**config.mk**
```make
export PLATFORM = sky130hd
export DESIGN_NAME = irq_arbiter
export DESIGN_NICKNAME = d
export VERILOG_FILES = /design/src/rtl/irq_arbiter.sv
export SDC_FILE = /design/constraint.sdc
export NUM_CORES = 1
export LEC_CHECK = 0
export CAP_MARGIN = 20
export CORE_AREA = 4 4 118 120
export DETAILED_ROUTE_END_ITERATION = 10
export DIE_AREA = 0 0 122 124
export PLACE_DENSITY = 0.76
export SLEW_MARGIN = 20
export SYNTH_ARGS = -nofsm -noshare
export SYNTH_HDL_FRONTEND = slang
export SYNTH_SLANG_ARGS = --single-unit
```
**constraint.sdc**
```tcl
create_clock -name clk_i -period 3.5 [get_ports clk_i]
set_input_delay 1.05 -clock clk_i [delete_from_list [all_inputs] [get_ports clk_i]]
set_output_delay 1.05 -clock clk_i [all_outputs]
set_load 0.05 [all_outputs]
```
**src/rtl/irq_arbiter.sv**
```systemverilog
// Interrupt arbiter: captures edge/level requests, masks them, picks one winner
// (fixed or round-robin) and holds it towards the core until the mret completion pulse.
module irq_arbiter #(
  parameter int N_SRC = 32,
  parameter int RR    = 0,
  parameter int ID_W  = (N_SRC > 1) ? $clog2(N_SRC) : 1
) (
  input  logic             clk_i,
  input  logic             rst_i,
  input  logic [N_SRC-1:0] int_req_i,
  input  logic [N_SRC-1:0] edge_mode_i,
  input  logic [N_SRC-1:0] mie_i,
  input  logic             int_rst_i,
  output logic             irq_o,
  output logic [31:0]      mcause_o,
  output logic [N_SRC-1:0] int_fin_o,
  output logic [N_SRC-1:0] pending_o
);

  typedef enum logic {
    IDLE   = 1'b0,
    ACTIVE = 1'b1
  } state_e;

  state_e            state_q, state_d;
  logic [N_SRC-1:0]  pend_q, pend_d;
  logic [N_SRC-1:0]  req_q, req_d;
  logic [N_SRC-1:0]  fin_q, fin_d;
  logic [ID_W-1:0]   id_q, id_d;
  logic [ID_W-1:0]   rr_ptr_q, rr_ptr_d;
  logic              irq_q, irq_d;

  logic [N_SRC-1:0]  elig;
  logic [N_SRC-1:0]  rise;
  logic [ID_W-1:0]   winner;
  logic [ID_W-1:0]   hi_win, lo_win;
  logic              hi_found;

  assign elig = ((pend_q & edge_mode_i) | (int_req_i & ~edge_mode_i)) & mie_i;
  assign rise = int_req_i & ~req_q & edge_mode_i;

  // Scanning downwards leaves the lowest qualifying index; the "hi" candidate only
  // accepts indices at or above the round-robin pointer, "lo" is the wrap-around fallback.
  always_comb begin
    // NOTE: every combinational output gets a default first so no path infers a latch.
    hi_win   = '0;
    lo_win   = '0;
    hi_found = 1'b0;
    for (int i = N_SRC - 1; i >= 0; i--) begin
      if (elig[i]) begin
        lo_win = ID_W'(i);
        if (RR == 0 || i >= int'(rr_ptr_q)) begin
          hi_win   = ID_W'(i);
          hi_found = 1'b1;
        end
      end
    end
    winner = hi_found ? hi_win : lo_win;
  end

  always_comb begin
    state_d  = state_q;
    id_d     = id_q;
    rr_ptr_d = rr_ptr_q;
    fin_d    = '0;
    req_d    = int_req_i;

    unique case (state_q)
      IDLE: begin
        if (|elig) begin
          state_d = ACTIVE;
          id_d    = winner;
        end
      end
      ACTIVE: begin
        if (int_rst_i) begin
          state_d = IDLE;
          for (int i = 0; i < N_SRC; i++) begin
            fin_d[i] = (int'(id_q) == i);
          end
          if (RR != 0) begin
            rr_ptr_d = (int'(id_q) == N_SRC - 1) ? '0 : id_q + ID_W'(1);
          end
        end
      end
      default: state_d = IDLE;
    endcase

    // A rising edge landing on the retired source outranks the clear.
    pend_d = ((pend_q & ~fin_d) | rise) & edge_mode_i;
    irq_d  = (state_d == ACTIVE);
  end

  always_ff @(posedge clk_i or posedge rst_i) begin
    // NOTE: state flops use non-blocking assignments so every flop samples pre-edge values.
    if (rst_i) begin
      state_q  <= IDLE;
      pend_q   <= '0;
      req_q    <= '0;
      fin_q    <= '0;
      id_q     <= '0;
      rr_ptr_q <= '0;
      irq_q    <= 1'b0;
    end else begin
      state_q  <= state_d;
      pend_q   <= pend_d;
      req_q    <= req_d;
      fin_q    <= fin_d;
      id_q     <= id_d;
      rr_ptr_q <= rr_ptr_d;
      irq_q    <= irq_d;
    end
  end

  assign irq_o     = irq_q;
  assign mcause_o  = {{(32 - ID_W){1'b0}}, id_q};
  assign int_fin_o = fin_q;
  assign pending_o = pend_q | (int_req_i & ~edge_mode_i);

endmodule

```
# Yosys cells after proc, flatten, opt, wreduce, memory -nomap -nowiden
# Index checks and enable logic that the tools add are counted.
[totals]
ff_bits = 102
input_bits = 99
output_inout_bits = 97
elab_cells = 90
[op_classes]
eq_ne = 31
n_mux = 37
bitwise = 14
n_reduce_logical = 3
[op_table]
columns = ["operator", "count"]
rows = [
  ["$and A32 B32 Y32", 7],
  ["$mux W5", 32],
  ["$not A32 Y32", 3],
  ["$or A32 B32 Y32", 3],
  ["$eq A5 B5 Y1 const B", 16],
  ["$mux W32", 2],
  ["$eq A5 B4 Y1 const B", 8],
  ["$reduce_or A32 Y1", 1],
  ["$eq A5 B3 Y1 const B", 4],
  ["$eq A5 B2 Y1 const B", 2],
  ["$eq A5 B1 Y1 const B", 1],
  ["$logic_not A5 Y1", 1],
  ["$mux W1", 2],
  ["$pmux W1 S2", 1],
  ["$reduce_and A2 Y1", 1],
  ["$not A1 Y1", 1],
]

# Logic depth before layout (Yosys ltp)
# Gate-level depths: netlist of the first run.
[depth]
word_depth = 36
depth_mapped = 6
depth_no_buf = 6

# Worst setup path after synthesis of the first run
# Ideal clock, no wire load.
[synth_path]
path_type = "input -> output"
start = "input edge_mode_i[0]"
end = "output pending_o[0]"
arrival_ns = 1.477
required_time_ns = 2.450
path_slack_ns = 0.973
stages = 2
path_buffers = 0
path_cell_list = "inv_1 -> a21o_1"
[synth_between]
elab_chain_cells = 3
[synth_rtl]
columns = ["element", "line_no", "source"]
rows = [
  ["start: declaration", "11", "input logic [N_SRC-1:0] edge_mode_i,"],
  ["$not A32 Y32", "118", "assign pending_o = pend_q | (int_req_i & ~edge_mode_i);"],
  ["$and A32 B32 Y32", "118", ""],
  ["$or A32 B32 Y32", "118", ""],
  ["end: declaration", "17", "output logic [N_SRC-1:0] pending_o"],
]
# Every way passes these cells.

# Worst setup path after layout of the first run
[layout_path]
start = "input edge_mode_i[1]"
end = "output pending_o[1]"
# Same word-level chain as after synthesis.

==> results by group, run 1 <==
Run status
  • Outcome: finished, final reports clean

STA
  • Period minus WS final: 3.07 ns
  • Total negative setup slack: 0 ns
  • Clk_skew: 0.00387 ns
  • Finish-stage setup viols: 0
  • Final hold vios: 0
  • Worst Tran Pin Value: 0.941 ns
  • Fin. max-slew vios: 0
  • RSZ-0062 raised after global routing: false
  • Worst hold margin: 0.489 ns
  • Relative slew slack: 37.3%
  • Tcrit/Tclk final: 87.7%
  • Max Clk Rate: 0.326 GHz

CTS
  • CTS tree: yes
  • TritonCTS buffer count: 9
  • Post-CTS Setup Bufs: 0
  • Worst-path clk slew: 0.07 ns
  • H-tree depth: 3
  • Maximum clock path buffer count: 2
  • Clock root buffer: clkbuf_16
  • CTS Hold Bufs: 0
  • Clk sinks: 102
  • Worst-skew pair later-pin latency: 0.35 ns
  • Resize count post-CTS: 0

Synth
  • Synth Area in XOR/XNOR: 0%
  • Fraction of registers with async set/reset: 100%
  • Post-synth EDFFs: 0
  • Cell variety after synth: 43
  • Adder-cell area share of the yosys netlist: 0%
  • Seq/Total Area, Yosys: 50.7%
  • Syn avg cell area: 10.5 µm²
  • Post-Syn Area: 5030 µm²
  • Mux share of post-synthesis cell area: 7.61%
  • Synthesized instance count: 481
  • Compound-gate portion of the synthesized area: 21.7%
  • Synthesis Warnings: 0
  • Simple-gate share of the synthesized area: 12.4%
  • Largest family of logic cells by synthesized area: compound AO/OA/AOI/OAI gates
  • Top_reg_cell synth: dfrtp_1
  • Post-synthesis register bit count: 102

Drt
  • Initial DRC count: 213
  • DR WL/cell: 17.0 µm
  • Drt first pass iters: 4
  • Met1 Routed Length: 5.81 mm
  • DR top layer: met4
  • Via density: 4.96
  • Vias: 4160
  • Post-route ant nets: 0
  • Post-Route WL: 14.2 mm
  • DRC: 0
  • Met2 wire len: 7.23 mm
  • Metal3 WL: 967 µm

Hold path
  • HP Class: flip-flop to flip-flop

Placement
  • Input/output buffers: 168
  • DP HPWL: 10.9 mm
  • RD Place Congestion: 0.836
  • Placed inst area: 7170 µm²

Worst setup path
  • Critical Path, Cell by Cell: clkdlybuf4s50_1 -> inv_1 -> a21o_1 -> buf_12
  • CP max-delay cell: clkdlybuf4s50_1
  • Worst Path Arrival: 2.02 ns
  • CP max FO: 2
  • Critical path class: input port to output pin
  • CP required: 2.45 ns
  • Startpoint types: input port
  • Slowest stage delay, CP: 0.51 ns
  • Crit. End Element: output pin

Final layout
  • Layout cells sized above 1: 14.7%
  • Core Util, Final: 57.7%
  • Post-route cell area: 7490 µm²
  • Syn-to-layout area delta: 48.9%
  • Commonest non-fill, non-tap cell in the layout: clkdlybuf4s50_1
  • # fillers: 1093
  • Commonest non-fill, non-tap cells in the layout: 136 x clkdlybuf4s50_1, 102 x dfrtp_1, 41 x inv_1, 39 x nor2_1
  • Nets: 756
  • Antenna Cells: 0

Die
  • Core box area: 13000 µm²
  • Std cell rows: 42
  • I/O pins: 196
  • Initial core utilization: 38.8%
  • Die Ht: 124 µm
  • Die area: 15100 µm²
  • Chip Width: 122 µm

Global routing
  • Initial antenna violation count: 0
  • Gr ovfl total: 0
  • Vias in the first global route: 4184
  • Largest net degree at the start of global routing: 103
  • Global-route wire length before repair: 22.0 mm
  • Total track usage: 19.0%

Power
  • Maximum vdd ir drop: 0.000243 V
  • Switch share: 36.8%
  • NetSw: 1.41 mW
  • Flop pwr share: 35.4%
  • Logic pwr share: 36.2%
  • Leakage: 3.53 nW
  • Clock share of power: 28.4%
  • Pwr dens: 510 nW/µm²
  • Internal Power: 2.41 mW

Flow run
  • Max_cap viols: 0
==> layer usage <==
| metal | GRT usage [%] | vias up |
|---|---|---|
| met4 | 5.25 | 0 |
| met5 | 0 | - |
| li1 | - | 1958 |
| met3 | 4.86 | 19 |
| met2 | 32.4 | 149 |
| met1 | 24.0 | 2034 |
==> synthesized netlist by cell type (all sizes together) (2+ instances only) <==
library cell / instances / share of area [%]
a21oi: 36 / 3.6
inv: 42 / 3.1
nor2: 39 / 2.9
nand2: 28 / 2.1
and3: 2 / 0.25
o21ai: 38 / 3.8
and2: 2 / 0.25
nor2b: 2 / 0.25
a2bb2oi: 6 / 1.7
a211oi: 5 / 0.75
dfrtp: 102 / 51
buf: 27 / 4.0
a21o: 32 / 4.8
nor3: 2 / 0.20
clkbuf: 5 / 0.37
nand4: 4 / 1.2
a21boi: 2 / 0.30
o2bb2ai: 3 / 0.52
mux2i: 6 / 1.2
a221o: 2 / 0.42
o211ai: 5 / 0.75
nand2b: 36 / 4.5
mux2: 26 / 6.4
nand3: 5 / 0.50
a22oi: 11 / 3.0
a32o: 3 / 0.60
==> power groups by stage <==
stage	Combinational [mW]	Sequential, mW	Clock (mW)
finish	1.38	1.35	1.09
global route	1.47	1.37	1.16
CTS	1.40	1.35	1.10
detailed placement	1.39	1.37	0
global placement	1.38	1.37	0
floorplan	0.646	1.54	0
==> cell families (layout without fill, tap and decap cells) <==
logic type | after synthesis | in the layout
buffers and inverters | 74 | 229
DFF | 102 | 102
other | 1 | 27
muxes | 32 | 32
AOI/OAI and AO/OA | 150 | 150
and+or+nand+nor | 122 | 122
==> flip-flops by register name, indices dropped and copies added (netlist names) <==
name       cells
id_q           5
int_fin_o     32
irq_o          1
pend_q        32
req_q         32
==> critical path: cells and delay by family <==
| kind | cells | cell delay [ns] |
|---|---|---|
| AOI/OAI and AO/OA | 1 | 0.22 |
| buffers and inverters | 3 | 0.74 |
==> stage by stage <==
step,total power [mW],worst slack (ns),std cells
5_1_grt,4.00,0.409,838
6_report,3.82,0.432,838
3_3_place_gp,2.74,0.272,822
4_1_cts,3.85,0.443,838
3_5_place_dp,2.76,0.207,822
2_1_floorplan,2.18,0.973,507
==> path summary, 6_finish.rpt <==
path / start / endpoint / slack [ns] / cells past startpoint
max: edge_mode_i[1] / pending_o[1] / 0.43 / 4
min: req_q[31] / pend_q[31] / 0.49 / 2
max reg2reg: pend_q[19] / id_q[0] / 1.40 / 6
min reg2reg: req_q[31] / pend_q[31] / 0.49 / 2
max in group asynchronous: rst_i / req_q[6] / 1.87 / 3
min in group asynchronous: rst_i / int_fin_o[25] / 1.22 / 3
==> final cells by class <==
class                      count  area (µm²)  share of cell area, %
clock buffer                   9         225                   3.01
clock inverter                 7        97.6                   1.30
inverter                      42         161                   2.15
multi-input combinational    331        2200                   29.3
sequential                   102        2550                   34.1
tap                          176         220                   2.94
timing repair buffer         171        2040                   27.2
(Power assumes the default switching activity.)
==> inputs of run 2 (changes only) <==
--- a/config.mk
+++ b/config.mk
@@ -6,9 +6,9 @@
 export NUM_CORES = 1
 export LEC_CHECK = 0
 export CAP_MARGIN = 20
-export CORE_AREA = 4 4 118 120
+export CORE_AREA = 2 2 116 118
 export DETAILED_ROUTE_END_ITERATION = 10
-export DIE_AREA = 0 0 122 124
+export DIE_AREA = 0 0 118 120
 export PLACE_DENSITY = 0.76
 export SLEW_MARGIN = 20
 export SYNTH_ARGS = -nofsm -noshare
==> constraint.sdc (replaced) <==
create_clock -name clk_i -period 2.8 [get_ports clk_i]
set_input_delay 0.84 -clock clk_i [delete_from_list [all_inputs] [get_ports clk_i]]
set_output_delay 0.84 -clock clk_i [all_outputs]
set_load 0.05 [all_outputs]
==> results by group, run 2 (synthesized netlist as in run 1, its figures left out) <==
Run status
  • Outcome: finished, final reports clean

Final layout
  • Nets: 798
  • # fillers: 1077
  • Layout cells sized above 1: 19.7%
  • Commonest non-fill, non-tap cell in the layout: clkdlybuf4s50_1
  • Commonest non-fill, non-tap cells in the layout: 136 x clkdlybuf4s50_1, 102 x dfrtp_1, 44 x buf_4, 41 x inv_1, 39 x nor2_1
  • Sequential cell area: 2550 µm²
  • Syn-to-layout area delta: 54.5%
  • Antenna Cells: 0
  • Area of the multi-input gates: 2200 µm²

Die
  • Core box area: 13000 µm²
  • Die Ht: 120 µm
  • Chip Width: 118 µm
  • Initial core utilization: 38.8%
  • Std cell rows: 42
  • I/O pins: 196
  • Die area: 14200 µm²

STA
  • Tcrit/Tclk final: 96.6%
  • Relative slew slack: 43.3%
  • RSZ-0062 raised after global routing: false
  • Worst hold margin: 0.498 ns
  • Fin. max-slew vios: 0
  • Final hold vios: 0
  • Clk_skew: 0.00974 ns
  • Total negative setup slack: 0 ns
  • Finish-stage setup viols: 0
  • Worst Tran Pin Value: 0.850 ns
  • Period minus WS final: 2.70 ns
  • Max Clk Rate: 0.370 GHz

CTS
  • H-tree depth: 3
  • Worst-skew pair later-pin latency: 0.35 ns
  • CTS tree: yes
  • CTS Hold Bufs: 0
  • Maximum clock path buffer count: 2
  • Resize count post-CTS: 0
  • Worst-path clk slew: 0.07 ns
  • TritonCTS buffer count: 9
  • Clk sinks: 102
  • Clock root buffer: clkbuf_16
  • Post-CTS Setup Bufs: 0

Worst setup path
  • Crit. End Element: flip-flop
  • CP required: 3.02 ns
  • CP max FO: 7
  • Startpoint types: input port
  • Reg2Reg Launch Point: pend_q[19]
  • Worst Path Arrival: 2.92 ns
  • Critical path class: input port to flip-flop
  • Critical path startpoint: edge_mode_i[19]

Drt
  • Post-route ant nets: 0
  • Post-Route WL: 14.0 mm
  • Via density: 4.90
  • DR WL/cell: 15.9 µm
  • DRC: 0
  • Vias: 4311
  • Initial DRC count: 261
  • Drt first pass iters: 4

Hold path
  • Hold wc startpoint: req_q[6]
  • HP Class: flip-flop to flip-flop

Power
  • Leakage: 3.72 nW
  • NetSw: 1.79 mW
  • Logic pwr share: 38.4%
  • Maximum vdd ir drop: 0.000322 V
  • Pwr dens: 605 nW/µm²
  • Total power: 4.71 mW
  • Switch share: 38.0%
  • Flop pwr share: 35.9%
  • Internal Power: 2.92 mW
  • Clock share of power: 25.7%

Placement
  • RD Place Congestion: 0.871
  • Input/output buffers: 168
  • DP HPWL: 10.8 mm

Global routing
  • Global-route wire length before repair: 22.1 mm
  • Largest net degree at the start of global routing: 103
  • Gr ovfl total: 0
  • Total track usage: 20.0%
  • Vias in the first global route: 4483
  • Initial antenna violation count: 0

Flow run
  • Max_cap viols: 0
-- run 2: changes by cell type in the layout (fill, tap and decap cells not counted) --
cell | previous run | this run
bufinv_16 | 2 | 0
clkinvlp_4 | 3 | 2
inv_8 | 0 | 3
buf_4 | 2 | 44
-- run 2: area by class of cell --
class	instances	area share [%]
Sequential cell	102	32.8
Inverter	42	2.08
Clock inverter	7	0.821
Clock buffer	9	2.90
Multi-Input combinational cell	331	28.3
Tap cell	176	2.83
Timing Repair Buffer	213	30.3
-- run 2: power groups by stage --
| stage | Clock (mW) | Sequential [mW] | Combinational (mW) |
|---|---|---|---|
| 2_1_floorplan | 0 | 1.92 | 0.808 |
| 3_3_place_gp | 0 | 1.71 | 1.79 |
| 5_1_grt | 1.30 | 1.71 | 1.91 |
| 4_1_cts | 1.24 | 1.69 | 1.82 |
| 3_5_place_dp | 0 | 1.72 | 1.81 |
| 6_report | 1.21 | 1.69 | 1.81 |
-- run 2: critical path: stages --
cell	delay, ns
clkdlybuf4s50_1	0.49
mux2i_1	0.39
a2bb2oi_2	0.25
nand4_2	0.17
o41ai_4	0.52
a221o_2	0.20
o21ai_1	0.06
-- run 2: metrics by stage --
stage          instances  setup WS, ns  util [%]  instance area, µm²
2_1_floorplan        507         0.501         -                5130
3_3_place_gp         864        -0.174      57.7                7480
3_5_place_dp         864        -0.228      57.7                7480
4_1_cts              880         0.128      59.9                7770
5_1_grt              880        0.0140      59.9                7770
6_report             880        0.0963      59.9                7770
-- run 2: worst paths after layout --
check                        endpoint  slack [ns]  cells after the start
hold reg to reg             pend_q[6]        0.50                      2
hold / removal              pend_q[6]        0.50                      2
max in group asynchronous       irq_o        1.42                      3
setup reg to reg              id_q[0]        0.73                      6
min in group asynchronous  pend_q[26]        1.00                      3
setup / recovery              id_q[0]         0.1                      7
-- run 2: per-layer routing --
metal / wire length [µm] / global-route usage (%) / vias to the layer above
li1: - / - / 2047
met1: 5730 / 23.5 / 2068
met2: 7080 / 34.7 / 167
met3: 807 / 5.04 / 29
met4: 401 / 8.73 / 0
met5: 0 / 0 / -
